### src/rtl/dmem_arb_pkg.sv
// Shared types and constants for the data-memory arbiter.
package dmem_arb_pkg;

   typedef enum logic {IDLE, RD_WAIT} state_t;
   typedef enum logic {OWN_CPU, OWN_EXT} owner_t;

   localparam int MEM_LAT_MAX = 4;
   localparam int LAT_CNT_W   = $clog2(MEM_LAT_MAX + 1);

endpackage

### src/rtl/dmem_arbiter_if.sv
// Bus bundle for the arbiter: CPU memory stage, external requester and data RAM.
interface dmem_arbiter_if #(
   parameter int ADDR_W = 32,
   parameter int DATA_W = 32
);
   logic              cpu_req;
   logic              cpu_we;
   logic [ADDR_W-1:0] cpu_addr;
   logic [DATA_W-1:0] cpu_wdata;
   logic [DATA_W-1:0] cpu_rdata;
   logic              cpu_rvalid;
   logic              cpu_stall;

   logic              ext_req;
   logic              ext_we;
   logic [ADDR_W-1:0] ext_addr;
   logic [DATA_W-1:0] ext_wdata;
   logic              ext_gnt;
   logic [DATA_W-1:0] ext_rdata;
   logic              ext_rvalid;

   logic              mem_en;
   logic              mem_we;
   logic [ADDR_W-1:0] mem_addr;
   logic [DATA_W-1:0] mem_wdata;
   logic [DATA_W-1:0] mem_rdata;

   // Arbiter side
   modport slave (
      input  cpu_req, cpu_we, cpu_addr, cpu_wdata,
      output cpu_rdata, cpu_rvalid, cpu_stall,
      input  ext_req, ext_we, ext_addr, ext_wdata,
      output ext_gnt, ext_rdata, ext_rvalid,
      output mem_en, mem_we, mem_addr, mem_wdata,
      input  mem_rdata
   );

   // Requesters and RAM side
   modport master (
      output cpu_req, cpu_we, cpu_addr, cpu_wdata,
      input  cpu_rdata, cpu_rvalid, cpu_stall,
      output ext_req, ext_we, ext_addr, ext_wdata,
      input  ext_gnt, ext_rdata, ext_rvalid,
      input  mem_en, mem_we, mem_addr, mem_wdata,
      output mem_rdata
   );

endinterface

### src/rtl/dmem_arb_rd_tracker.sv
// Read-latency tracker: counts MEM_LAT cycles after a read issue and
// emits a one-cycle return pulse tagged with the issuing owner.
module dmem_arb_rd_tracker
   import dmem_arb_pkg::*;
#(
   parameter int MEM_LAT = 1
) (
   input  logic   clk,
   input  logic   rst,
   input  logic   start,
   input  owner_t start_owner,
   output logic   ret,
   output owner_t ret_owner
);

   logic [LAT_CNT_W-1:0] cnt;
   owner_t               owner_q;

   // Counter loads MEM_LAT at issue, so a value of 1 marks the return cycle.
   always_ff @(posedge clk or negedge rst) begin
      if (!rst) begin
         cnt     <= '0;
         owner_q <= OWN_EXT;
      end else if (start) begin
         cnt     <= LAT_CNT_W'(MEM_LAT);
         owner_q <= start_owner;
      end else if (cnt != '0) begin
         cnt <= cnt - 1'b1;
      end
   end

   assign ret       = (cnt == LAT_CNT_W'(1));
   assign ret_owner = owner_q;

endmodule

### src/rtl/dmem_arbiter.sv
// Single-port data-memory arbiter between the CPU memory stage and an external
// requester. Optional performance counters are enabled with DMEM_ARB_PERF_EN.
module dmem_arbiter
   import dmem_arb_pkg::*;
#(
   parameter int ADDR_W  = 32,
   parameter int DATA_W  = 32,
   parameter int MEM_LAT = 1
) (
   input  logic          clk,
   input  logic          rst,
   dmem_arbiter_if.slave bus
`ifdef DMEM_ARB_PERF_EN
   ,
   output logic [31:0]   perf_stall_cnt,
   output logic [31:0]   perf_ext_cnt
`endif
);

   if (MEM_LAT < 1 || MEM_LAT > MEM_LAT_MAX) begin : g_lat_check
      $error("dmem_arbiter: MEM_LAT out of range 1..%0d", MEM_LAT_MAX);
   end

   state_t            state, state_nxt;
   owner_t            last_owner;
   logic              issue_cpu, issue_ext, issue_rd;
   logic              ret;
   owner_t            ret_owner;
   logic              cpu_ret, ext_ret;
   logic [ADDR_W-1:0] issue_addr;
   logic [DATA_W-1:0] issue_wdata;
   logic              issue_we;
   logic [DATA_W-1:0] cpu_rdata_q, ext_rdata_q;

   dmem_arb_rd_tracker #(.MEM_LAT(MEM_LAT)) u_rd_tracker (
      .clk        (clk),
      .rst        (rst),
      .start      (issue_rd),
      .start_owner(issue_cpu ? OWN_CPU : OWN_EXT),
      .ret        (ret),
      .ret_owner  (ret_owner)
   );

   always_ff @(posedge clk or negedge rst) begin
      if (!rst) begin
         state      <= IDLE;
         last_owner <= OWN_EXT;
      end else begin
         state <= state_nxt;
         if (issue_cpu)      last_owner <= OWN_CPU;
         else if (issue_ext) last_owner <= OWN_EXT;
      end
   end

   // Pick: a lone requester wins; on conflict the one that did not win last time.
   always_comb begin
      issue_cpu = 1'b0;
      issue_ext = 1'b0;
      state_nxt = state;
      if (state == IDLE) begin
         if (bus.cpu_req && (!bus.ext_req || last_owner == OWN_EXT)) issue_cpu = 1'b1;
         else if (bus.ext_req)                                        issue_ext = 1'b1;
      end
      issue_rd = (issue_cpu && !bus.cpu_we) || (issue_ext && !bus.ext_we);
      case (state)
         IDLE:    if (issue_rd) state_nxt = RD_WAIT;
         RD_WAIT: if (ret)      state_nxt = IDLE;
         default:               state_nxt = IDLE;
      endcase
   end

   always_comb begin
      issue_we    = 1'b0;
      issue_addr  = '0;
      issue_wdata = '0;
      if (issue_cpu) begin
         issue_we    = bus.cpu_we;
         issue_addr  = bus.cpu_addr;
         issue_wdata = bus.cpu_wdata;
      end else if (issue_ext) begin
         issue_we    = bus.ext_we;
         issue_addr  = bus.ext_addr;
         issue_wdata = bus.ext_wdata;
      end
   end

   assign bus.mem_en    = issue_cpu || issue_ext;
   assign bus.mem_we    = issue_we;
   assign bus.mem_addr  = issue_addr;
   assign bus.mem_wdata = issue_wdata;
   assign bus.ext_gnt   = issue_ext;

   assign cpu_ret = ret && (ret_owner == OWN_CPU);
   assign ext_ret = ret && (ret_owner == OWN_EXT);

   // Returned data passes straight through; the held copy covers later cycles.
   always_ff @(posedge clk or negedge rst) begin
      if (!rst) begin
         cpu_rdata_q <= '0;
         ext_rdata_q <= '0;
      end else begin
         if (cpu_ret) cpu_rdata_q <= bus.mem_rdata;
         if (ext_ret) ext_rdata_q <= bus.mem_rdata;
      end
   end

   assign bus.cpu_rvalid = cpu_ret;
   assign bus.ext_rvalid = ext_ret;
   assign bus.cpu_rdata  = cpu_ret ? bus.mem_rdata : cpu_rdata_q;
   assign bus.ext_rdata  = ext_ret ? bus.mem_rdata : ext_rdata_q;
   assign bus.cpu_stall  = bus.cpu_req && !(issue_cpu && bus.cpu_we) && !cpu_ret;

`ifdef DMEM_ARB_PERF_EN
   always_ff @(posedge clk or negedge rst) begin
      if (!rst) begin
         perf_stall_cnt <= '0;
         perf_ext_cnt   <= '0;
      end else begin
         if (bus.cpu_stall) perf_stall_cnt <= perf_stall_cnt + 32'd1;
         if (issue_ext)     perf_ext_cnt   <= perf_ext_cnt + 32'd1;
      end
   end
`endif

endmodule

### src/flat_wrapper.sv
// flat-port wrapper written by rule: the top's interface ports become plain ports
module dmem_arbiter_flat import dmem_arb_pkg::*;
#(
   parameter int ADDR_W  = 32,
   parameter int DATA_W  = 32,
   parameter int MEM_LAT = 1
)
  (clk, rst, bus_cpu_req, bus_cpu_we, bus_cpu_addr, bus_cpu_wdata, bus_cpu_rdata, bus_cpu_rvalid, bus_cpu_stall, bus_ext_req, bus_ext_we, bus_ext_addr, bus_ext_wdata, bus_ext_gnt, bus_ext_rdata, bus_ext_rvalid, bus_mem_en, bus_mem_we, bus_mem_addr, bus_mem_wdata, bus_mem_rdata);
  dmem_arbiter_if #(.ADDR_W(ADDR_W), .DATA_W(DATA_W)) bus_i ();
  input  logic clk;
  input  logic rst;
  input wire logic [$bits(bus_i.cpu_req)-1:0] bus_cpu_req;
  input wire logic [$bits(bus_i.cpu_we)-1:0] bus_cpu_we;
  input wire logic [$bits(bus_i.cpu_addr)-1:0] bus_cpu_addr;
  input wire logic [$bits(bus_i.cpu_wdata)-1:0] bus_cpu_wdata;
  output wire logic [$bits(bus_i.cpu_rdata)-1:0] bus_cpu_rdata;
  output wire logic [$bits(bus_i.cpu_rvalid)-1:0] bus_cpu_rvalid;
  output wire logic [$bits(bus_i.cpu_stall)-1:0] bus_cpu_stall;
  input wire logic [$bits(bus_i.ext_req)-1:0] bus_ext_req;
  input wire logic [$bits(bus_i.ext_we)-1:0] bus_ext_we;
  input wire logic [$bits(bus_i.ext_addr)-1:0] bus_ext_addr;
  input wire logic [$bits(bus_i.ext_wdata)-1:0] bus_ext_wdata;
  output wire logic [$bits(bus_i.ext_gnt)-1:0] bus_ext_gnt;
  output wire logic [$bits(bus_i.ext_rdata)-1:0] bus_ext_rdata;
  output wire logic [$bits(bus_i.ext_rvalid)-1:0] bus_ext_rvalid;
  output wire logic [$bits(bus_i.mem_en)-1:0] bus_mem_en;
  output wire logic [$bits(bus_i.mem_we)-1:0] bus_mem_we;
  output wire logic [$bits(bus_i.mem_addr)-1:0] bus_mem_addr;
  output wire logic [$bits(bus_i.mem_wdata)-1:0] bus_mem_wdata;
  input wire logic [$bits(bus_i.mem_rdata)-1:0] bus_mem_rdata;
  assign bus_i.cpu_req = bus_cpu_req;
  assign bus_i.cpu_we = bus_cpu_we;
  assign bus_i.cpu_addr = bus_cpu_addr;
  assign bus_i.cpu_wdata = bus_cpu_wdata;
  assign bus_cpu_rdata = bus_i.cpu_rdata;
  assign bus_cpu_rvalid = bus_i.cpu_rvalid;
  assign bus_cpu_stall = bus_i.cpu_stall;
  assign bus_i.ext_req = bus_ext_req;
  assign bus_i.ext_we = bus_ext_we;
  assign bus_i.ext_addr = bus_ext_addr;
  assign bus_i.ext_wdata = bus_ext_wdata;
  assign bus_ext_gnt = bus_i.ext_gnt;
  assign bus_ext_rdata = bus_i.ext_rdata;
  assign bus_ext_rvalid = bus_i.ext_rvalid;
  assign bus_mem_en = bus_i.mem_en;
  assign bus_mem_we = bus_i.mem_we;
  assign bus_mem_addr = bus_i.mem_addr;
  assign bus_mem_wdata = bus_i.mem_wdata;
  assign bus_i.mem_rdata = bus_mem_rdata;
  dmem_arbiter #(.ADDR_W(ADDR_W), .DATA_W(DATA_W), .MEM_LAT(MEM_LAT)) u_core (.clk(clk), .rst(rst), .bus(bus_i));
endmodule
### config.mk
export PLATFORM = sky130hd
export DESIGN_NAME = dmem_arbiter_flat
export DESIGN_NICKNAME = d
export VERILOG_FILES = /design/src/rtl/dmem_arb_pkg.sv /design/src/rtl/dmem_arbiter_if.sv /design/src/rtl/dmem_arb_rd_tracker.sv /design/src/rtl/dmem_arbiter.sv /design/src/flat_wrapper.sv
export SDC_FILE = /design/constraint.sdc
export NUM_CORES = 1
export LEC_CHECK = 0
export BUFFER_PORTS_ARGS = -buffer_cell sky130_fd_sc_hd__buf_4
export CAP_MARGIN = 20
export CELL_PAD_IN_SITES_DETAIL_PLACEMENT = 1
export CELL_PAD_IN_SITES_GLOBAL_PLACEMENT = 2
export CORE_MARGIN = 4
export CORE_UTILIZATION = 21
export CTS_CLUSTER_DIAMETER = 60
export CTS_CLUSTER_SIZE = 25
export DETAILED_ROUTE_END_ITERATION = 16
export GPL_TIMING_DRIVEN = 0
export PLACE_DENSITY_LB_ADDON = 0.1
export SLEW_MARGIN = 20
export SYNTH_ARGS = -nofsm -noshare
export SYNTH_HDL_FRONTEND = slang
export SYNTH_HIERARCHICAL = 1
export SYNTH_SLANG_ARGS = --single-unit
### constraint.sdc
create_clock -name clk -period 2.8 [get_ports clk]
set_input_delay 0.84 -clock clk [delete_from_list [all_inputs] [get_ports clk]]
set_output_delay 0.84 -clock clk [all_outputs]
set_load 0.02 [all_outputs]
==> After elaboration in Yosys (flattened, before gate mapping) <==
Cells that the tools add are included.
{ "classes": {"mux": 21, "n_eq_ne": 1, "bitwise_logic": 2, "add_sub_neg": 1, "n_reduce_logical": 19} }
{ "ops": {"columns": ["cell", "count"], "rows": [
  ["32-bit two-way mux", 6],
  ["1-bit two-way mux", 12],
  ["1-bit logical AND", 8],
  ["3-bit two-way mux", 2],
  ["1-bit logical NOT", 5],
  ["2-bit nonzero test", 2],
  ["3-bit by 1-bit equality test with 1-bit output, second input constant", 1],
  ["1-bit logical OR", 3],
  ["3-bit nonzero test", 1],
  ["3-bit by 1-bit subtractor with 3-bit output, second input constant", 1],
  ["1-bit NOT", 2],
  ["1-bit case mux with 2 select lines", 1]
]} }
{ "totals": {"in_bits": 166, "wordCells": 50, "regBits": 70, "out_inout_bits": 134} }

==> Logic depth before layout (Yosys ltp) <==
{ "logic_depth": {"ltp_word": 9, "ltp_mapped": 7, "mapped_depth_nobuf": 6} }

==> By module <==
The synthesis kept the hierarchy.
{ "modules_own_cells": {"columns": ["mod", "instances", "cells_each", "seq_area_each_um2", "area_per_inst_um2"], "rows": [
  ["dmem_arbiter", 1, 234, 1652.8, 3233.1],
  ["dmem_arb_rd_tracker", 1, 20, 101.3, 239.0]
]} }

==> Worst setup path before layout <==
Ideal clock, no wire load.
{ "synth_path": {"kind": "input-to-output", "from": "input bus_cpu_req", "to": "output bus_cpu_stall", "t_required_ns": 1.960, "slack_ns": 0.297, "arrival_ns": 1.663, "stages": 5, "path_buffers": 2, "cell_sequence": "nand2b_1 -> nor2b_4 -> buf_6 -> buf_4 -> a21oi_1"} }
{ "synth_between": {"elab_chain_cells": 7} }
{ "synth_lines": {"columns": ["element", "line_no", "text"], "rows": [
  ["from (decl)", "flat_wrapper.sv:12", "input wire logic [$bits(bus_i.cpu_req)-1:0] bus_cpu_req;"],
  ["1-bit logical AND", "dmem_arbiter.sv:61", "if (bus.cpu_req && (!bus.ext_req || last_owner == OWN_EXT)) issue_cpu = 1'b1;"],
  ["1-bit two-way mux", "dmem_arbiter.sv:61", null],
  ["1-bit two-way mux", "dmem_arbiter.sv:60", "if (state == IDLE) begin"],
  ["1-bit logical AND", "dmem_arbiter.sv:111", "assign bus.cpu_stall = bus.cpu_req && !(issue_cpu && bus.cpu_we) && !cpu_ret;"],
  ["1-bit logical NOT", "dmem_arbiter.sv:111", null],
  ["1-bit logical AND * (2 in series)", "dmem_arbiter.sv:111", null],
  ["to (decl)", "flat_wrapper.sv:18", "output wire logic [$bits(bus_i.cpu_stall)-1:0] bus_cpu_stall;"]
]} }
Every way passes the cells marked *; elsewhere a longest branch is shown, timed or not.

==> Final worst setup path <==
{ "layout_path": {"from": "register u_core.u_rd_tracker.cnt[1]", "to": "output bus_cpu_rdata[10]"} }
{ "layout_between": {"elab_chain_cells": 3} }
{ "layout_lines": {"columns": ["element", "line_no", "text"], "rows": [
  ["from (decl)", "dmem_arb_rd_tracker.sv:16", "logic [LAT_CNT_W-1:0] cnt;"],
  ["from (signal assigned)", "dmem_arb_rd_tracker.sv:25", "cnt <= LAT_CNT_W'(MEM_LAT);"],
  ["from (signal assigned)", "dmem_arb_rd_tracker.sv:28", "cnt <= cnt - 1'b1;"],
  ["3-bit by 1-bit equality test with 1-bit output", "dmem_arb_rd_tracker.sv:32", "assign ret = (cnt == LAT_CNT_W'(1));"],
  ["via u_core.ret", "dmem_arbiter.sv:27", "logic ret;"],
  ["1-bit logical AND", "dmem_arbiter.sv:93", "assign cpu_ret = ret && (ret_owner == OWN_CPU);"],
  ["32-bit two-way mux", "dmem_arbiter.sv:109", "assign bus.cpu_rdata = cpu_ret ? bus.mem_rdata : cpu_rdata_q;"],
  ["to (decl)", "flat_wrapper.sv:16", "output wire logic [$bits(bus_i.cpu_rdata)-1:0] bus_cpu_rdata;"]
]} }
The timed path passes the listed nets, and every way through them passes these cells.

==> insert_results.sql <==
INSERT INTO impl_metrics (metric_group, metric, value, unit) VALUES
('synth', 'post-synth-top-area-fraction', '49.0', '%'),
('global_route', 'gr-usage-met1', '16.6', '%'),
('sta', 'timing_max_transition_violations_final', '0', ''),
('die', 'die-height', '137', 'um'),
('hold_path', 'min-delay-start', 'u_core/ext_rdata_q[24]$_DFF_PN0_', ''),
('worst_setup_path', 'element_type_at_the_critical_path_start', 'flop', ''),
('worst_setup_path', 'rr_endpoint', 'u_core/u_rd_tracker/ret_owner$_DFFE_PN1P_', ''),
('detailed_routing', 'avgRoutedWirePerCell', '20.5', 'um'),
('status', 'violations', 'negative setup slack', ''),
('power', 'internal_power', '0.00556', 'W'),
('power', 'switching_portion_of_total_power', '37.7', '%'),
('sta', 'grt_setup_unrepaired', 'yes', ''),
('die', 'die_w', '137', 'um'),
('place', 'io_buffer_count', '299', ''),
('synth', 'synth_area_per_cell', '13.7', 'um2'),
('hold_path', 'min_to', 'u_core/ext_rdata_q[24]$_DFF_PN0_', ''),
('power', 'share_comb_of_total_power', '65.8', '%'),
('global_route', 'global_route_wire_length_before_repair', '23100', 'um'),
('clock_network', 'postCtsHoldBufs', '0', ''),
('power', 'seqPwrFrac', '19.2', '%'),
('detailed_routing', 'wirelength', '16500', 'um'),
('synth', 'postSynthRegisterBits', '70', ''),
('sta', 'finalSetupViolations', '55', ''),
('hold_path', 'worst_hold_check_path_type', 'reg2reg', ''),
('detailed_routing', 'first_iter_violations', '66', ''),
('clock_network', 'cts_buffers', '9', ''),
('sta', 'finalHoldViolations', '0', ''),
('power', 'worst_ir_drop_vdd', '0.608', 'mV'),
('clock_network', 'cts_tree', 'done', ''),
('finish', 'antenna_cells', '0', ''),
('worst_setup_path', 'reg2reg_from', 'u_core/last_owner$_DFFE_PN1P_', ''),
('hold_path', 'hold-path-cell-count', '1', ''),
('global_route', 'overflow', '0', ''),
('clock_network', 'max-clock-path-buffers', '2', ''),
('synth', 'synth_top_cell_by_area', 'sky130_fd_sc_hd__dfrtp_1', ''),
('finish', 'layout.nets', '754', ''),
('synth', 'synth-seq-area-share', '50.5', '%'),
('synth', 'post_synth_inst_count', '254', ''),
('worst_setup_path', 'criticalPathCategory', 'reg2out', ''),
('synth', 'top_cells_by_area_synth', 'sky130_fd_sc_hd__dfrtp_1 49%, sky130_fd_sc_hd__mux2_1 19%, sky130_fd_sc_hd__a22o_1 16%, sky130_fd_sc_hd__buf_6 2.9%, sky130_fd_sc_hd__mux2_2 2.3%', ''),
('power', 'report.power.total', '0.00892', 'W'),
('global_route', 'grt_pass1_vias', '3913', ''),
('die', 'core-area', '16100', 'um2'),
('global_route', 'grt.busiest_layer', 'met2', ''),
('die', 'dieArea', '18700', 'um2'),
('die', 'design.portCount', '300', ''),
('status', 'run_status', 'complete, but fails checks', ''),
('sta', 'worst_slack', '-115', 'ps'),
('worst_setup_path', 'worstRegToRegCells', '6', ''),
('place', 'place_congestion', '0.715', ''),
('worst_setup_path', 'critical_path.max_fanout', '6', ''),
('power', 'switchingPower', '0.00336', 'W'),
('sta', 'worstMarginPinSlew', '908', 'ps'),
('detailed_routing', 'vias', '3514', ''),
('sta', 'final_period_minus_worst_setup_slack', '2920', 'ps'),
('detailed_routing', 'drt-pass1-iter-count', '4', ''),
('synth', 'post_synthesis_cell_area', '3470', 'um2'),
('worst_setup_path', 'setup.worst_path.end_class', 'output pin', ''),
('detailed_routing', 'antenna_left', '0', ''),
('synth', 'yosys_warn_count', '6', ''),
('worst_setup_path', 'worst-r2r-setup-slack', '820', 'ps'),
('place', 'dp.final_hpwl', '12700', 'um'),
('finish', 'fraction_of_layout_cells_with_a_size_suffix_above_1', '74.1', '%'),
('global_route', 'grt_util_met3', '6.51', '%'),
('clock_network', 'ctsRootBufferMaster', 'sky130_fd_sc_hd__clkbuf_16', ''),
('finish', 'fillCellCount', '1703', ''),
('synth', 'synthesis.nets', '423', ''),
('sta', 'clock_skew', '7.97', 'ps'),
('power', 'p_leak', '3.66', 'nW'),
('die', 'starting_density_of_the_core', '21.6', '%'),
('clock_network', 'numClockSinks', '70', '');
[routing by layer]
| metal | part of all wire, % | vias up |
|---|---|---|
| li1 | - | 1623 |
| met1 | 34 | 1711 |
| met2 | 54 | 166 |
| met3 | 11 | 14 |
| met4 | 0.94 | 0 |
| met5 | 0 | - |
[synthesized netlist by cell type]
cell	number
sky130_fd_sc_hd__nand2b_1	4
sky130_fd_sc_hd__mux2_1	58
sky130_fd_sc_hd__nand4bb_1	1
sky130_fd_sc_hd__a21o_4	1
sky130_fd_sc_hd__mux2i_1	1
sky130_fd_sc_hd__dfrtp_1	68
sky130_fd_sc_hd__nor2_1	1
sky130_fd_sc_hd__or2b_1	1
sky130_fd_sc_hd__o21ai_0	1
sky130_fd_sc_hd__o31ai_1	1
sky130_fd_sc_hd__buf_4	3
sky130_fd_sc_hd__a21oi_2	1
sky130_fd_sc_hd__a22o_1	65
sky130_fd_sc_hd__mux2_2	7
sky130_fd_sc_hd__dfstp_2	2
sky130_fd_sc_hd__inv_1	3
sky130_fd_sc_hd__or3b_1	1
sky130_fd_sc_hd__o22ai_1	1
sky130_fd_sc_hd__a21oi_1	1
sky130_fd_sc_hd__nor2b_1	2
sky130_fd_sc_hd__nand2_1	3
sky130_fd_sc_hd__ha_1	3
sky130_fd_sc_hd__buf_2	9
sky130_fd_sc_hd__o221ai_1	1
sky130_fd_sc_hd__buf_6	9
sky130_fd_sc_hd__inv_2	2
sky130_fd_sc_hd__nand2b_4	1
sky130_fd_sc_hd__nor2b_4	1
sky130_fd_sc_hd__and2b_2	2
[worst max-delay path by stage]
stage / to / slack, ps / cells after the start
floorplan: bus_cpu_stall / 300 / 5
global placement: bus_ext_rdata[11] / 5 / 6
detailed placement: bus_ext_rdata[15] / -30 / 7
CTS: bus_cpu_rdata[23] / -200 / 10
global route: bus_cpu_rdata[6] / -190 / 8
finish: bus_cpu_rdata[10] / -120 / 8
[layout by cell type (no fill, tap or decap), types with 5 or more instances in the layout]
| cell type | instances |
|---|---|
| sky130_fd_sc_hd__buf_12 | 7 |
| sky130_fd_sc_hd__dfrtp_1 | 68 |
| sky130_fd_sc_hd__buf_4 | 256 |
| sky130_fd_sc_hd__a22o_1 | 65 |
| sky130_fd_sc_hd__buf_2 | 5 |
| sky130_fd_sc_hd__mux2_4 | 56 |
| sky130_fd_sc_hd__mux2_2 | 8 |
| sky130_fd_sc_hd__buf_6 | 66 |
| sky130_fd_sc_hd__clkbuf_16 | 11 |
[kinds of logic after synthesis]
| group | synth area share [%] |
|---|---|
| buf+inv | 5.41 |
| mux | 21.4 |
| compound gates | 18.0 |
| fa+ha+maj | 1.08 |
| simple gates | 3.60 |
| flops | 50.5 |
[what timing repair did]
action	in CTS	in global routing
setup buffers	11	9
endpoints found under the setup margin	66	82
resized for setup	106	86
cloned	2	2
pin swaps	1	1
[stage by stage]
stage	instance area [um2]	TNS, ps	hold slack [ps]	setup slack [ps]	util [%]
floorplan	3470	0	475	297	-
global placement	5990	0	465	4.81	37.3
detailed placement	5990	-174	472	-32.0	37.3
CTS	6840	-7300	491	-196	42.6
global route	7170	-8550	515	-188	44.7
finish	7170	-3390	498	-115	44.7
[power groups by stage]
stage	Combinational, W	Clock [W]	Sequential, W
finish	0.00587	0.00134	0.00171
global route	0.00621	0.00144	0.00177
CTS	0.00530	0.00138	0.00170
detailed placement	0.00457	0	0.00169
global placement	0.00452	0	0.00167
floorplan	0.00257	0	0.00164
[critical path: stages (launching register included)]
cell	delay, ps
sky130_fd_sc_hd__dfrtp_1	390
sky130_fd_sc_hd__inv_2	80
sky130_fd_sc_hd__ha_4	120
sky130_fd_sc_hd__and2b_2	150
sky130_fd_sc_hd__nor2b_4	220
sky130_fd_sc_hd__buf_12	170
sky130_fd_sc_hd__clkbuf_16	160
sky130_fd_sc_hd__mux2_4	310
sky130_fd_sc_hd__buf_6	130
[final cells by class]
| cell class | count | area (um2) | share of cell area (%) |
|---|---|---|---|
| multi-input cells | 158 | 1800 | 25.0 |
| inverters | 5 | 18.8 | 0.262 |
| flip-flops and latches | 70 | 1750 | 24.5 |
| well taps | 216 | 270 | 3.77 |
| repair buffers | 322 | 2750 | 38.3 |
| plain buffers | 19 | 234 | 3.26 |
| clock inverters | 6 | 116 | 1.62 |
| clock buffers | 10 | 239 | 3.33 |
[registers in the layout (all words and copies together) (netlist names)]
signal and cells:
u_core/u_rd_tracker/ret_owner 1, u_core/ext_rdata_q 32, u_core/last_owner 1, u_core/state 1, u_core/cpu_rdata_q 32, u_core/u_rd_tracker/cnt 3
No activity file was read; power rests on OpenSTA's default activity.
